--- src/rtl/gol_pkg.sv ---
// Shared definitions for the Game-of-Life generation engine.
//   Cell bit layout, rule constants and the engine state encoding.
package gol_pkg;

   // Cell word layout: {age[1:0], next, alive}
   localparam int ALIVE_B = 0;
   localparam int NEXT_B  = 1;
   localparam int AGE_LSB = 2;

   localparam logic [1:0] AGE_MAX = 2'd3;

   // B3/S23
   localparam logic [3:0] BIRTH_N    = 4'd3;
   localparam logic [3:0] SURVIVE_LO = 4'd2;
   localparam logic [3:0] SURVIVE_HI = 4'd3;

   typedef enum logic [2:0] {
      S_IDLE   = 3'd0,
      S_PRIME  = 3'd1,
      S_CELL   = 3'd2,
      S_COMMIT = 3'd3,
      S_FIN    = 3'd4
   } state_e;

endpackage

--- src/rtl/gol_step_engine_if.sv ---
// Handshake and RAM port-B bundle of the generation engine.
//   start    : request one generation (ignored while busy)
//   busy     : generation in progress
//   done     : one-cycle pulse after busy falls
//   ram_addr : port-B address {y, x}
//   ram_we   : port-B write enable
//   ram_din  : port-B write data
//   ram_dout : port-B read data, one cycle after ram_addr, write-first
// master = engine side, slave = controller/RAM side.
interface gol_step_engine_if #(
   parameter int W_BITS = 8,
   parameter int H_BITS = 8
);
   logic                     start;
   logic                     busy;
   logic                     done;
   logic [W_BITS+H_BITS-1:0] ram_addr;
   logic                     ram_we;
   logic [3:0]               ram_din;
   logic [3:0]               ram_dout;

   modport master (
      input  start, ram_dout,
      output busy, done, ram_addr, ram_we, ram_din
   );

   modport slave (
      output start, ram_dout,
      input  busy, done, ram_addr, ram_we, ram_din
   );
endinterface

--- src/rtl/gol_rule.sv ---
// Conway B3/S23 rule evaluation, purely combinational.
//   nbr   : the 8 neighbour alive bits (any order)
//   alive : centre cell alive bit
//   next  : centre alive state in the next generation
//   count : number of live neighbours (0..8)
module gol_rule
   import gol_pkg::*;
(
   input  logic [7:0] nbr,
   input  logic       alive,
   output logic       next,
   output logic [3:0] count
);

   always_comb begin
      count = 4'd0;
      for (int i = 0; i < 8; i++) begin
         count = count + {3'b000, nbr[i]};
      end
      next = (count == BIRTH_N) ||
             (alive && ((count == SURVIVE_LO) || (count == SURVIVE_HI)));
   end

endmodule

--- src/rtl/gol_step_engine.sv ---
// One-generation in-place Game-of-Life update on a toroidal grid held in
// RAM port B. COMPUTE sweeps rows with a 3x3 sliding window and writes the
// next state into bit1 of each cell; COMMIT then promotes bit1 to bit0,
// ages surviving cells and counts the population.
//   clk, rst    : clock, synchronous active-high reset
//   bus         : start/busy/done handshake and RAM port-B signals
//   gen_count   : generations completed (wraps)
//   alive_count : population after the last completed generation
module gol_step_engine
   import gol_pkg::*;
#(
   parameter int W_BITS = 8,
   parameter int H_BITS = 8
) (
   input  logic                     clk,
   input  logic                     rst,
   gol_step_engine_if.master        bus,
   output logic [15:0]              gen_count,
   output logic [W_BITS+H_BITS:0]   alive_count
);

   localparam int A_BITS = W_BITS + H_BITS;
   localparam logic [W_BITS-1:0] X_LAST = '1;
   localparam logic [W_BITS-1:0] X_FIRST = '0;

   function automatic logic [1:0] age_inc(input logic [1:0] age);
      return (age == AGE_MAX) ? AGE_MAX : age + 2'd1;
   endfunction

   // control state
   state_e              state_q, state_d;
   logic [W_BITS-1:0]   x_q, x_d;
   logic [H_BITS-1:0]   y_q, y_d;
   logic [2:0]          sub_q, sub_d;
   logic [A_BITS-1:0]   ca_q, ca_d;
   logic                cph_q, cph_d;
   logic [A_BITS:0]     acc_q, acc_d;
   logic [15:0]         gen_count_q, gen_count_d;
   logic [A_BITS:0]     alive_count_q, alive_count_d;

   // window: index 0 = left, 1 = centre, 2 = right column
   logic [2:0]          win_top_q, win_top_d;
   logic [2:0]          win_mid_q, win_mid_d;
   logic [2:0]          win_bot_q, win_bot_d;
   logic [1:0]          age_c_q, age_c_d;
   logic [1:0]          age_r_q, age_r_d;

   logic [A_BITS-1:0]   addr_c;
   logic                we_c;
   logic [3:0]          din_c;

   logic [W_BITS-1:0]   x_p1;
   logic [H_BITS-1:0]   y_m1, y_p1;
   logic [7:0]          nbr;
   logic                rule_next;
   logic [3:0]          nbr_cnt_unused;
   logic                cm_alive;
   logic [1:0]          cm_age;

   assign x_p1 = x_q + W_BITS'(1);
   assign y_m1 = y_q - H_BITS'(1);
   assign y_p1 = y_q + H_BITS'(1);

   // Bottom-right neighbour is taken straight off ram_dout in CELL cycle 3.
   assign nbr = {win_top_q, win_mid_q[2], win_mid_q[0],
                 win_bot_q[1:0], bus.ram_dout[ALIVE_B]};

   gol_rule u_rule (
      .nbr   (nbr),
      .alive (win_mid_q[1]),
      .next  (rule_next),
      .count (nbr_cnt_unused)
   );

   assign cm_alive = bus.ram_dout[NEXT_B];
   assign cm_age   = (cm_alive && bus.ram_dout[ALIVE_B]) ?
                     age_inc(bus.ram_dout[AGE_LSB +: 2]) : 2'd0;

   always_comb begin
      state_d         = state_q;
      x_d             = x_q;
      y_d             = y_q;
      sub_d           = sub_q;
      ca_d            = ca_q;
      cph_d           = cph_q;
      acc_d           = acc_q;
      gen_count_d     = gen_count_q;
      alive_count_d   = alive_count_q;
      win_top_d       = win_top_q;
      win_mid_d       = win_mid_q;
      win_bot_d       = win_bot_q;
      age_c_d         = age_c_q;
      age_r_d         = age_r_q;
      addr_c          = '0;
      we_c            = 1'b0;
      din_c           = 4'd0;

      case (state_q)
         S_IDLE: begin
            if (bus.start) begin
               state_d = S_PRIME;
               x_d     = '0;
               y_d     = '0;
               sub_d   = 3'd0;
               acc_d   = '0;
            end
         end

         // ---- PRIME: load left/centre columns (x=W-1, x=0) ----
         S_PRIME: begin
            case (sub_q)
               3'd0: addr_c = {y_m1, X_LAST};
               3'd1: addr_c = {y_q,  X_LAST};
               3'd2: addr_c = {y_p1, X_LAST};
               3'd3: addr_c = {y_m1, X_FIRST};
               3'd4: addr_c = {y_q,  X_FIRST};
               3'd5: addr_c = {y_p1, X_FIRST};
               default: addr_c = '0;
            endcase
            // data for the read issued in sub k lands in sub k+1
            case (sub_q)
               3'd1: win_top_d[0] = bus.ram_dout[ALIVE_B];
               3'd2: win_mid_d[0] = bus.ram_dout[ALIVE_B];
               3'd3: win_bot_d[0] = bus.ram_dout[ALIVE_B];
               3'd4: win_top_d[1] = bus.ram_dout[ALIVE_B];
               3'd5: begin
                  win_mid_d[1] = bus.ram_dout[ALIVE_B];
                  age_c_d      = bus.ram_dout[AGE_LSB +: 2];
               end
               3'd6: win_bot_d[1] = bus.ram_dout[ALIVE_B];
               default: ;
            endcase
            sub_d = sub_q + 3'd1;
            if (sub_q == 3'd6) begin
               state_d = S_CELL;
               sub_d   = 3'd0;
               x_d     = '0;
            end
         end

         // ---- CELL: fetch column x+1, evaluate and write (y,x) ----
         S_CELL: begin
            sub_d = sub_q + 3'd1;
            case (sub_q)
               3'd0: addr_c = {y_m1, x_p1};
               3'd1: begin
                  addr_c       = {y_q, x_p1};
                  win_top_d[2] = bus.ram_dout[ALIVE_B];
               end
               3'd2: begin
                  addr_c       = {y_p1, x_p1};
                  win_mid_d[2] = bus.ram_dout[ALIVE_B];
                  age_r_d      = bus.ram_dout[AGE_LSB +: 2];
               end
               default: begin
                  addr_c                 = {y_q, x_q};
                  we_c                   = 1'b1;
                  // only bit1 changes, so bit0 stays generation-N for
                  // the row below and the x=W-1 wrap read of column 0
                  din_c[AGE_LSB +: 2]    = age_c_q;
                  din_c[NEXT_B]          = rule_next;
                  din_c[ALIVE_B]         = win_mid_q[1];
                  win_top_d              = {win_top_q[2], win_top_q[2:1]};
                  win_mid_d              = {win_mid_q[2], win_mid_q[2:1]};
                  win_bot_d              = {bus.ram_dout[ALIVE_B],
                                            bus.ram_dout[ALIVE_B],
                                            win_bot_q[1]};
                  age_c_d                = age_r_q;
                  sub_d                  = 3'd0;
                  x_d                    = x_p1;
                  if (x_q == X_LAST) begin
                     if (y_q == '1) begin
                        state_d = S_COMMIT;
                        ca_d    = '0;
                        cph_d   = 1'b0;
                     end else begin
                        state_d = S_PRIME;
                        y_d     = y_p1;
                     end
                  end
               end
            endcase
         end

         // ---- COMMIT: read cell, write promoted cell ----
         S_COMMIT: begin
            addr_c = ca_q;
            if (!cph_q) begin
               cph_d = 1'b1;
            end else begin
               we_c                = 1'b1;
               din_c[AGE_LSB +: 2] = cm_age;
               din_c[ALIVE_B]      = cm_alive;
               acc_d               = acc_q + (A_BITS + 1)'(cm_alive);
               ca_d                = ca_q + A_BITS'(1);
               cph_d               = 1'b0;
               if (ca_q == '1) begin
                  state_d = S_FIN;
               end
            end
         end

         // ---- FIN: publish results ----
         S_FIN: begin
            state_d       = S_IDLE;
            gen_count_d   = gen_count_q + 16'd1;
            alive_count_d = acc_q;
         end

         default: state_d = S_IDLE;
      endcase
   end

   always_ff @(posedge clk) begin
      if (rst) begin
         state_q       <= S_IDLE;
         x_q           <= '0;
         y_q           <= '0;
         sub_q         <= 3'd0;
         ca_q          <= '0;
         cph_q         <= 1'b0;
         acc_q         <= '0;
         gen_count_q   <= 16'd0;
         alive_count_q <= '0;
      end else begin
         state_q       <= state_d;
         x_q           <= x_d;
         y_q           <= y_d;
         sub_q         <= sub_d;
         ca_q          <= ca_d;
         cph_q         <= cph_d;
         acc_q         <= acc_d;
         gen_count_q   <= gen_count_d;
         alive_count_q <= alive_count_d;
      end
   end

   always_ff @(posedge clk) begin
      win_top_q <= win_top_d;
      win_mid_q <= win_mid_d;
      win_bot_q <= win_bot_d;
      age_c_q   <= age_c_d;
      age_r_q   <= age_r_d;
   end

   assign bus.busy     = (state_q == S_PRIME) || (state_q == S_CELL) ||
                         (state_q == S_COMMIT);
   assign bus.done     = (state_q == S_FIN);
   assign bus.ram_addr = addr_c;
   // a reset arriving mid-write must not corrupt the grid
   assign bus.ram_we   = we_c & ~rst;
   assign bus.ram_din  = din_c;
   assign gen_count    = gen_count_q;
   assign alive_count  = alive_count_q;

endmodule

--- src/flat_wrapper.sv ---
// flat-port wrapper written by rule: the top's interface ports become plain ports
module gol_step_engine_flat import gol_pkg::*;
#(
   parameter int W_BITS = 8,
   parameter int H_BITS = 8
)
  (clk, rst, gen_count, alive_count, bus_start, bus_ram_dout, bus_busy, bus_done, bus_ram_addr, bus_ram_we, bus_ram_din);
  gol_step_engine_if #(.W_BITS(W_BITS), .H_BITS(H_BITS)) bus_i ();
  input  logic clk;
  input  logic rst;
  output logic [15:0] gen_count;
  output logic [W_BITS+H_BITS:0] alive_count;
  input wire logic [$bits(bus_i.start)-1:0] bus_start;
  input wire logic [$bits(bus_i.ram_dout)-1:0] bus_ram_dout;
  output wire logic [$bits(bus_i.busy)-1:0] bus_busy;
  output wire logic [$bits(bus_i.done)-1:0] bus_done;
  output wire logic [$bits(bus_i.ram_addr)-1:0] bus_ram_addr;
  output wire logic [$bits(bus_i.ram_we)-1:0] bus_ram_we;
  output wire logic [$bits(bus_i.ram_din)-1:0] bus_ram_din;
  assign bus_i.start = bus_start;
  assign bus_i.ram_dout = bus_ram_dout;
  assign bus_busy = bus_i.busy;
  assign bus_done = bus_i.done;
  assign bus_ram_addr = bus_i.ram_addr;
  assign bus_ram_we = bus_i.ram_we;
  assign bus_ram_din = bus_i.ram_din;
  gol_step_engine #(.W_BITS(W_BITS), .H_BITS(H_BITS)) u_core (.clk(clk), .rst(rst), .bus(bus_i), .gen_count(gen_count), .alive_count(alive_count));
endmodule
--- config.mk ---
export PLATFORM = sky130hd
export DESIGN_NAME = gol_step_engine_flat
export DESIGN_NICKNAME = d
export VERILOG_FILES = /design/src/rtl/gol_pkg.sv /design/src/rtl/gol_step_engine_if.sv /design/src/rtl/gol_rule.sv /design/src/rtl/gol_step_engine.sv /design/src/flat_wrapper.sv
export SDC_FILE = /design/constraint.sdc
export NUM_CORES = 1
export LEC_CHECK = 0
export BUFFER_PORTS_ARGS = -buffer_cell sky130_fd_sc_hd__buf_2
export CORE_UTILIZATION = 50
export DETAILED_ROUTE_END_ITERATION = 8
export PLACE_DENSITY = 0.7
export SYNTH_ARGS = -nofsm -noshare
export SYNTH_HDL_FRONTEND = slang
export SYNTH_HIERARCHICAL = 1
export SYNTH_SLANG_ARGS = --single-unit
export TNS_END_PERCENT = 100
--- constraint.sdc ---
create_clock -name clk -period 4.45 [get_ports clk]
set_clock_uncertainty 0.2 [all_clocks]
set_input_delay 0.445 -clock clk [delete_from_list [all_inputs] [get_ports clk]]
set_output_delay 0.445 -clock clk [all_outputs]
set_load 0.03 [all_outputs]
==> results.yml <==
yosys:
  syn_avg_cell_area_um2: 8.006
  synth.cell_area_um2: 5908
  yosys_warnings: 6
  netlist_instances: 738
  syn-num-nets: 764
global_routing:
  antenna_found_initial: 0
  grt_use_total_pct: 26.95
  grt_pass1_wl_um: 26990
  grt_max_degree: 36
  grt_pass1_vias: 5529
  overflow: 0
placement:
  place_hpwl_um: 11430
  numPortBuffers: 62
  dp_slack_ns: 0.3579
  gp_congestion: 0.9154
clock_tree:
  insertion_delay_ns: 0.35
  cts_tree: "yes"
  clock_path_buffers: 2
  ctsResizeCount: 0
  post_cts_buffers: 0
  cts.clk_slew.worst_paths_ns: 0.07
  clock-sinks: 101
  numCtsBuffers: 9
  cts_hold_buf: 0
  cts_root_buffer: "clkbuf_16"
  htreeDepth: 3
timing:
  min_period_ns: 4.202
  fin_setup_tns_ns: 0
  timing.fmax_ghz: 0.2380
  fin_ws_ns: 0.2477
  finalMaxSlewViolations: 0
  finalHoldViolations: 0
  rsz0062_at_grt: "no"
  worstMarginPinSlew_ns: 1.184
  finalCritPeriodShare_pct: 94.43
  setup_violations: 0
  maxSlewHeadroom_pct: 20.32
cells_and_area:
  antenna_cells: 0
  drive_above_1_share_pct: 13.62
  area_growth_pct: 11.75
  layout_commonest_cell: "dfxtp_1"
  fin_util_pct: 57.58
  regArea_um2: 2142
  nNetsFinal: 799
  fill_cells: 1054
  multi_input_area_um2: 3493
  layout_common_cells: "dfxtp_1 (89), nand2_1 (83), nor2_1 (67), a21oi_1 (67), buf_2 (62)"
critical_path:
  critPathMostFrequentCell: "fa_1"
  critPathKind: "reg -> out"
  start_kind: "register"
  crit_fanout: 2
  cpLargestDelayFamily: "adder cells"
  cp_cell_sequence: "fa_1 -> inv_1 -> fa_1 -> fa_1 -> inv_1 -> ha_1 -> fa_1 -> o21ai_0 -> a211oi_2 -> and2_1 -> buf_2"
  crit_path_top_delay_cell: "fa_1"
  required_ns: 3.81
  worst-path-buf-inv: 3
  max_stage_delay_ns: 0.51
  endpoint_kind: "primary output"
  critPathArrivalTime_ns: 3.56
job:
  maxCapViolations: 0
detailed_routing:
  drtIter0Drc: 645
  ant_nets: 0
  wl_per_cell_um: 17.55
  num_vias: 5727
  wirelength_um: 16170
  route.detailed.drc: 0
  via_per_inst: 6.218
  dr.pass1.iters: 5
floorplanning:
  start_util_pct: 51.52
  die_area_um2: 12250
  dieHeight_um: 110.7
  rows: 39
  core_um2: 11470
  die_w_um: 110.7
  num_io_pins: 63
power:
  power_mw: 3.090
  p_leak_nw: 2.513
  pwr_density_cell_nw_per_um2: 468.1
  ir_drop_mv: 0.3116
worst_hold_path:
  hold_class: "in -> reg"
status:
  status: "completed"
routing by layer:
layer	part of all wire (%)	track usage [%]	wire length, um	up-vias
met3	7.7	6.506	1249	44
met2	48	46.21	7683	250
met4	2.7	9.156	441	0
met1	42	32.99	6791	2661
met5	0	0	0	-
li1	-	-	-	2772
per-stage QoR:
stage | area (um2) | hold WS, ns | cells
after floorplan | 5908 | 0.2444 | 738
after global placement | 6297 | 0.2415 | 905
after detailed placement | 6297 | 0.2465 | 905
after CTS | 6603 | 0.1078 | 921
after global routing | 6603 | 0.1147 | 921
final | 6603 | 0.1130 | 921
cell type report:
type / instances / area share, %
clock buffer: 11 / 3.676
tap: 143 / 2.710
multi-input combinational: 564 / 52.91
timing repair buffer: 73 / 5.950
sequential: 101 / 32.44
clock inverter: 5 / 0.9475
inverter: 24 / 1.364
worst paths after layout:
| check | from | endpoint | slack [ns] | cells after the start |
|---|---|---|---|---|
| hold / removal | bus_ram_dout[2] | u_core/age_r_q[0] | 0.11 | 1 |
| setup reg to reg | u_core/sub_q[0] | u_core/y_q[1] | 1.24 | 8 |
| setup / recovery | u_core/win_bot_q[0] | bus_ram_din[1] | 0.25 | 11 |
| hold reg to reg | u_core/alive_count[16] | u_core/alive_count[16] | 0.26 | 2 |
flip-flops by register name (all words and copies together) (netlist names):
name / flops
u_core/acc_q: 17
u_core/age_c_q: 2
u_core/age_r_q: 2
u_core/alive_count: 17
u_core/ca_q: 16
u_core/cph_q: 1
u_core/gen_count: 16
u_core/state_q: 3
u_core/sub_q: 3
u_core/win_bot_q: 2
u_core/win_mid_q: 3
u_core/win_top_q: 3
u_core/x_q: 8
u_core/y_q: 8
where the power goes:
group / switching (mW) / total, mW / leakage (nW) / internal, mW
sequential: 0.0606 / 1.02 / 0.826 / 0.958
combinational: 0.863 / 1.26 / 1.54 / 0.396
clock: 0.355 / 0.813 / 0.151 / 0.458
(Power assumes the default switching activity.)
